### config.mk
export PLATFORM = sky130hd
export DESIGN_NAME = mux_n_stream
export DESIGN_NICKNAME = d
export VERILOG_FILES = /design/src/rtl/mux_n_stream.sv
export SDC_FILE = /design/constraint.sdc
export NUM_CORES = 1
export LEC_CHECK = 0
export CORE_ASPECT_RATIO = 1.25
export CORE_MARGIN = 2
export CORE_UTILIZATION = 45
export CTS_CLUSTER_SIZE = 30
export DETAILED_ROUTE_END_ITERATION = 12
export HOLD_SLACK_MARGIN = 0.15
export PLACE_DENSITY = 0.9
export SYNTH_ARGS = -nofsm -noshare
export SYNTH_HDL_FRONTEND = slang
export SYNTH_SLANG_ARGS = --single-unit
### constraint.sdc
create_clock -name clock -period 1.85 [get_ports clock]
set_input_delay 0.2775 -clock clock [delete_from_list [all_inputs] [get_ports clock]]
set_output_delay 0.2775 -clock clock [all_outputs]
set_load 0.005 [all_outputs]
### src/rtl/mux_n_stream.sv
// mux_n_stream: selects one of NUM_IN WIDTH-bit sources and delivers it through a
// valid/ready handshake. Two entries (head M, skid S) absorb downstream stalls, so
// no operand is dropped or duplicated.
//
// Ports:
//   clock, reset           - rising-edge clock, asynchronous active-high reset
//   in_data, sel, in_valid - packed sources (source k at [k*WIDTH +: WIDTH]) and index
//   in_ready               - registered; high while the skid entry is empty
//   flush                  - synchronous discard of both buffered entries
//   out_data, out_sel      - head entry payload; held while out_valid is low
//   out_valid, out_ready   - head entry handshake
//   bad_sel                - sticky flag: an accepted sel was >= NUM_IN
module mux_n_stream #(
  parameter int unsigned WIDTH  = 16,
  parameter int unsigned NUM_IN = 3,
  parameter int unsigned SEL_W  = 2
) (
  input  logic                    clock,
  input  logic                    reset,
  input  logic [NUM_IN*WIDTH-1:0] in_data,
  input  logic [SEL_W-1:0]        sel,
  input  logic                    in_valid,
  output logic                    in_ready,
  input  logic                    flush,
  output logic [WIDTH-1:0]        out_data,
  output logic [SEL_W-1:0]        out_sel,
  output logic                    out_valid,
  input  logic                    out_ready,
  output logic                    bad_sel
);

  // Head (M) and skid (S) entries
  logic              m_valid_q, m_valid_d;
  logic [WIDTH-1:0]  m_data_q,  m_data_d;
  logic [SEL_W-1:0]  m_sel_q,   m_sel_d;
  logic              s_valid_q, s_valid_d;
  logic [WIDTH-1:0]  s_data_q,  s_data_d;
  logic [SEL_W-1:0]  s_sel_q,   s_sel_d;
  logic              in_ready_q, in_ready_d;
  logic              bad_sel_q,  bad_sel_d;

  logic [WIDTH-1:0]  in_word_c;
  logic              sel_bad_c;
  logic              accept_c;
  logic              drain_c;

  // Source select; an out-of-range index yields an all-zero word
  always_comb begin
    in_word_c = '0;
    for (int unsigned k = 0; k < NUM_IN; k++) begin
      if (sel == SEL_W'(k)) in_word_c = in_data[k*WIDTH +: WIDTH];
    end
  end

  assign sel_bad_c = (32'(sel) >= NUM_IN);
  assign accept_c  = in_valid & in_ready_q;
  assign drain_c   = m_valid_q & out_ready;

  // Next-state for the two-entry skid buffer
  always_comb begin
    m_valid_d = m_valid_q;
    m_data_d  = m_data_q;
    m_sel_d   = m_sel_q;
    s_valid_d = s_valid_q;
    s_data_d  = s_data_q;
    s_sel_d   = s_sel_q;
    bad_sel_d = bad_sel_q | (accept_c & sel_bad_c);

    if (flush) begin
      // Only valid bits are cleared; payload registers keep their last value
      m_valid_d = 1'b0;
      s_valid_d = 1'b0;
    end else if (!m_valid_q) begin
      if (accept_c) begin
        m_valid_d = 1'b1;
        m_data_d  = in_word_c;
        m_sel_d   = sel;
      end
    end else if (!s_valid_q) begin
      if (drain_c) begin
        m_valid_d = accept_c;
        if (accept_c) begin
          m_data_d = in_word_c;
          m_sel_d  = sel;
        end
      end else if (accept_c) begin
        s_valid_d = 1'b1;
        s_data_d  = in_word_c;
        s_sel_d   = sel;
      end
    end else if (drain_c) begin
      // Skid moves to head before any new input (in_ready is low here)
      m_data_d  = s_data_q;
      m_sel_d   = s_sel_q;
      s_valid_d = 1'b0;
    end

    in_ready_d = ~s_valid_d;
  end

  // State registers
  always_ff @(posedge clock or posedge reset) begin
    if (reset) begin
      m_valid_q  <= 1'b0;
      m_data_q   <= '0;
      m_sel_q    <= '0;
      s_valid_q  <= 1'b0;
      s_data_q   <= '0;
      s_sel_q    <= '0;
      in_ready_q <= 1'b1;
      bad_sel_q  <= 1'b0;
    end else begin
      m_valid_q  <= m_valid_d;
      m_data_q   <= m_data_d;
      m_sel_q    <= m_sel_d;
      s_valid_q  <= s_valid_d;
      s_data_q   <= s_data_d;
      s_sel_q    <= s_sel_d;
      in_ready_q <= in_ready_d;
      bad_sel_q  <= bad_sel_d;
    end
  end

  assign in_ready  = in_ready_q;
  assign out_data  = m_data_q;
  assign out_sel   = m_sel_q;
  assign out_valid = m_valid_q;
  assign bad_sel   = bad_sel_q;

endmodule
Word level (Yosys, flattened, before mapping)

Index checks and enable logic that the tools add are counted.
W data, S select, Z words.

Word-level logic and storage cells: 46
Input bits: 55
Register bits: 40
Output and inout port bits: 21

Mux-type cells: 23
Reduce and logical (&&, ||, !) cells: 3
Equality and inequality tests: 3
$lt $le $gt $ge: 1
Bitwise operators: 8

Operators with widths:

| kind                 | count |
|---|---|
| $mux W16             | 8 |
| $mux W1              | 10 |
| $mux W2              | 5 |
| $reduce_and A5 Y1    | 1 |
| $not A1 Y1           | 4 |
| $and A1 B1 Y1        | 3 |
| $eq A2 B1 Y1 const B | 1 |
| $eq A2 B2 Y1 const B | 1 |
| $ge A2 B2 Y1 const B | 1 |
| $logic_not A2 Y1     | 1 |
| $ne A2 B1 Y1 const B | 1 |
| $reduce_and A2 Y1    | 1 |
| $or A1 B1 Y1         | 1 |

Logic depth before layout (Yosys ltp)

Word-level depth: 8
Mapped depth: 6
Gate-level depth less buffers: 3

Worst setup path before layout

No wires, ideal clock.

Path type: reg-to-reg
From: register in_ready_q (netlist: in_ready)
To: register m_data_q[0] (netlist: out_data[0])
Arrival time: 1.479 ns
Library setup time: 0.094 ns
Data required time: 1.756 ns
Cell stages (with the launch flop): 6
Period minus slack after synthesis: 1.572 ns
Path slack: 0.278 ns
Path buffers: 2
Cells stage by stage: dfstp_2 -> nand2_1 -> a221o_1 -> buf_4 -> buf_6 -> a221oi_2

Word-level cells in the longest chain between the ends: 5

Ends and longest elaborated chain:

| item                   | RTL line | source |
|---|---|---|
| start, declared        | 39       | `logic in_ready_q, in_ready_d;` |
| start signal, assigned | 119      | `in_ready_q <= in_ready_d;` |
| $and A1 B1 Y1 (*)      | 56       | `assign accept_c = in_valid & in_ready_q;` |
| $mux W16 (*)           | -        |  |
| $mux W16 (2 in series) | -        |  |
| $mux W16 (*)           | -        |  |
| end signal, assigned   | 114      | `m_data_q <= m_data_d;` |
| end, declared          | 34       | `logic [WIDTH-1:0] m_data_q, m_data_d;` |

Mark *: on every way between the ends. The rest lies on a longest branch, timed or not. The select of a mux whose other input is x is not followed.
A chain may end at the register's enable or synchronous reset.

Worst setup path in the final report

From: register m_valid_q (netlist: out_valid)
To: output out_valid

RTL lines:

| item                   | RTL line | source |
|---|---|---|
| start, declared        | 33       | `logic m_valid_q, m_valid_d;` |
| start signal, assigned | 113      | `m_valid_q <= m_valid_d;` |
| end, declared          | 27       | `output logic out_valid,` |

No word-level cell between the ends.

==> out/results.ini <==
[global_routing]
grt_pass1_vias=1770
grt.overflow.total=0
antenna_found_initial=0
grt_max_degree=41
grt_pass1_wl_um=8290
grt_usage=0.210

[sta]
period_minus_slack_ns=1.66
slew_viol_final=0
setup_violations=0
rsz0062_at_grt=no
setup_tns_ns=0
worstMarginPinSlew_ns=0.327
timing.slew.headroom=0.782
fmax_mhz=601
hold_viol=0
post-route-period-util=0.900
fin_skew_ns=0.00972

[floorplan]
coreArea_um2=4460
die_w_um=65.1
initial_utilization=0.471
ios=76
rows=27
dieArea_um2=5230
die_h_um=80.4

[synth]
async_reset_ff_frac=1.00
yosysSeqAreaShare=0.477
ys_warn_count=0
yosysMostFrequentCell=dfrtp_1
synth_top_area_frac=0.465
synth_top_area_cell=dfrtp_1
syn_nets=246
synth_flop_cell=dfrtp_1
syn-cell-area_um2=2100
postSynthAreaPerCell_um2=11.0
synth_cell_types=29
synth_edf_count=0
syn_inst=191
synthTopCellsByCount=dfrtp_1, inv_1, mux2i_1
synth_area_leaders=dfrtp_1, mux2i_1, a2bb2oi_1
ys_seq_elements=40

[drt]
drt_iter0_markers=164
dr.pass1.iters=4
drc=0
vias=1786
antenna_left=0
via_per_inst=5.36
wl_per_cell_um=14.9
routed_wl_um=4970

[job]
maxCapViolCount=0

[cts]
root_buffer=clkbuf_8
worst_skew_pair.late_latency_ns=0.29
cts_resized=0
cts.htree.levels=2
postCtsSetupBuffers=0
cts.reportedPaths.clkPinSlew_ns=0.07
cts_tree=done
postCtsHoldBufs=0
clock_sinks=40
cts_made_buffers=5
clk_path_buf_depth=2

[setup_path]
crit_path_max_fanout=11
cp_cell_sequence=clkdlybuf4s50_1
required_ns=1.57
rrSetupSlack_ns=0.23
critPathKind=flop to output pin
r2r_start=out_valid
cp_slowest_stage_delay_ns=0.57
r2r_end=out_data[12]
cp_slowest_cell=clkdlybuf4s50_1
crit_cells=1
arrival_ns=1.39
cp-end-kind=output pin
reg2regPathDepth=4
critPathLaunchType=flop
path_delay_family=buffers and inverters
crit_buf_inv=1

[cells_and_area]
post_route_cells_drive_above_1_share=0.120
final_net_count=329
diodes=0
syn_to_final_growth_pct=47.3
final_util=0.693

[worst_hold_path]
worstHoldPathType=input pin to asynchronous set/reset pin

[placed_design]
place_congestion=0.820
numPortBuffers=75
place_hpwl_um=3620

[status]
outcome=completed

[pwr]
leakage_uw=0.00152
vdd_ir_drop_max_mv=0.531
p_per_area_nw_per_um2=827

[worst max-delay path by stage]
| stage | from | endpoint | slack (ns) |
|---|---|---|---|
| final | out_valid | out_valid | 0.19 |
| after global routing | out_valid | out_data[9] | 0.05 |
| after CTS | in_ready | in_ready | 0.17 |
| after detailed placement | out_ready | out_data[12] | 0.02 |
| after global placement | out_ready | out_data[9] | 0.08 |
| after floorplan | in_ready | out_data[0] | 0.28 |
[state kept, by name, summed over array words and instances (netlist names)]
name,cells
bad_sel,1
in_ready,1
out_data,16
out_sel,2
out_valid,1
s_data_q,16
s_sel_q,2
s_valid_q,1
[routing by layer]
layer | up-vias | track usage | part of all wire
li1 | 844 | - | -
met1 | 855 | 0.264 | 0.42
met2 | 77 | 0.333 | 0.50
met3 | 10 | 0.0700 | 0.069
met4 | 0 | 0.0813 | 0.013
met5 | - | 0 | 0
[placed cells by master (no fill, tap or decap), drive strengths merged, types with 2 or more instances in the layout]
cell / netlist / layout
inv: 35 / 35
mux2i: 32 / 32
nand2: 2 / 2
buf: 10 / 14
clkbuf: 3 / 8
mux2: 2 / 2
dfrtp: 39 / 39
o2bb2ai: 2 / 2
clkdlybuf4s50: 0 / 75
nor2: 16 / 16
a31oi: 2 / 2
and3: 2 / 2
nand2b: 3 / 3
a2bb2oi: 16 / 16
a41oi: 2 / 2
a221oi: 16 / 16
[kinds of logic (layout without fill, tap and decap cells)]
group | after synthesis | in the layout | synth area share
compound gates | 42 | 42 | 0.200
mux | 34 | 34 | 0.163
simple gates | 27 | 27 | 0.0608
flops | 40 | 40 | 0.477
buf+inv | 48 | 132 | 0.0989
[power by group]
part / switching [µW] / leakage (µW) / total, µW / internal [µW]
combinational: 280 / 0.00102 / 746 / 466
sequential: 130 / 0.000458 / 1220 / 1090
clock: 284 / 0.0000455 / 588 / 304
[final cells by class]
type	count	area, µm²
Inverter	35	131
Multi-Input combinational cell	103	890
Sequential cell	40	1000
Timing Repair Buffer	89	906
Fill cell	353	1370
Tap cell	58	72.6
Clock buffer	8	90.1
[stage by stage]
stage | instances | total power (µW) | area [µm²] | hold WS [ns] | setup slack [ns]
2_1_floorplan | 191 | 1580 | 2100 | 0.341 | 0.278
3_3_place_gp | 325 | 1950 | 3000 | 0.457 | 0.0823
3_5_place_dp | 325 | 1990 | 3000 | 0.458 | 0.0212
4_1_cts | 333 | 2580 | 3090 | 0.352 | 0.172
5_1_grt | 333 | 2710 | 3090 | 0.376 | 0.0516
6_report | 333 | 2560 | 3090 | 0.347 | 0.185
Power figures use the tool's default switching activity.
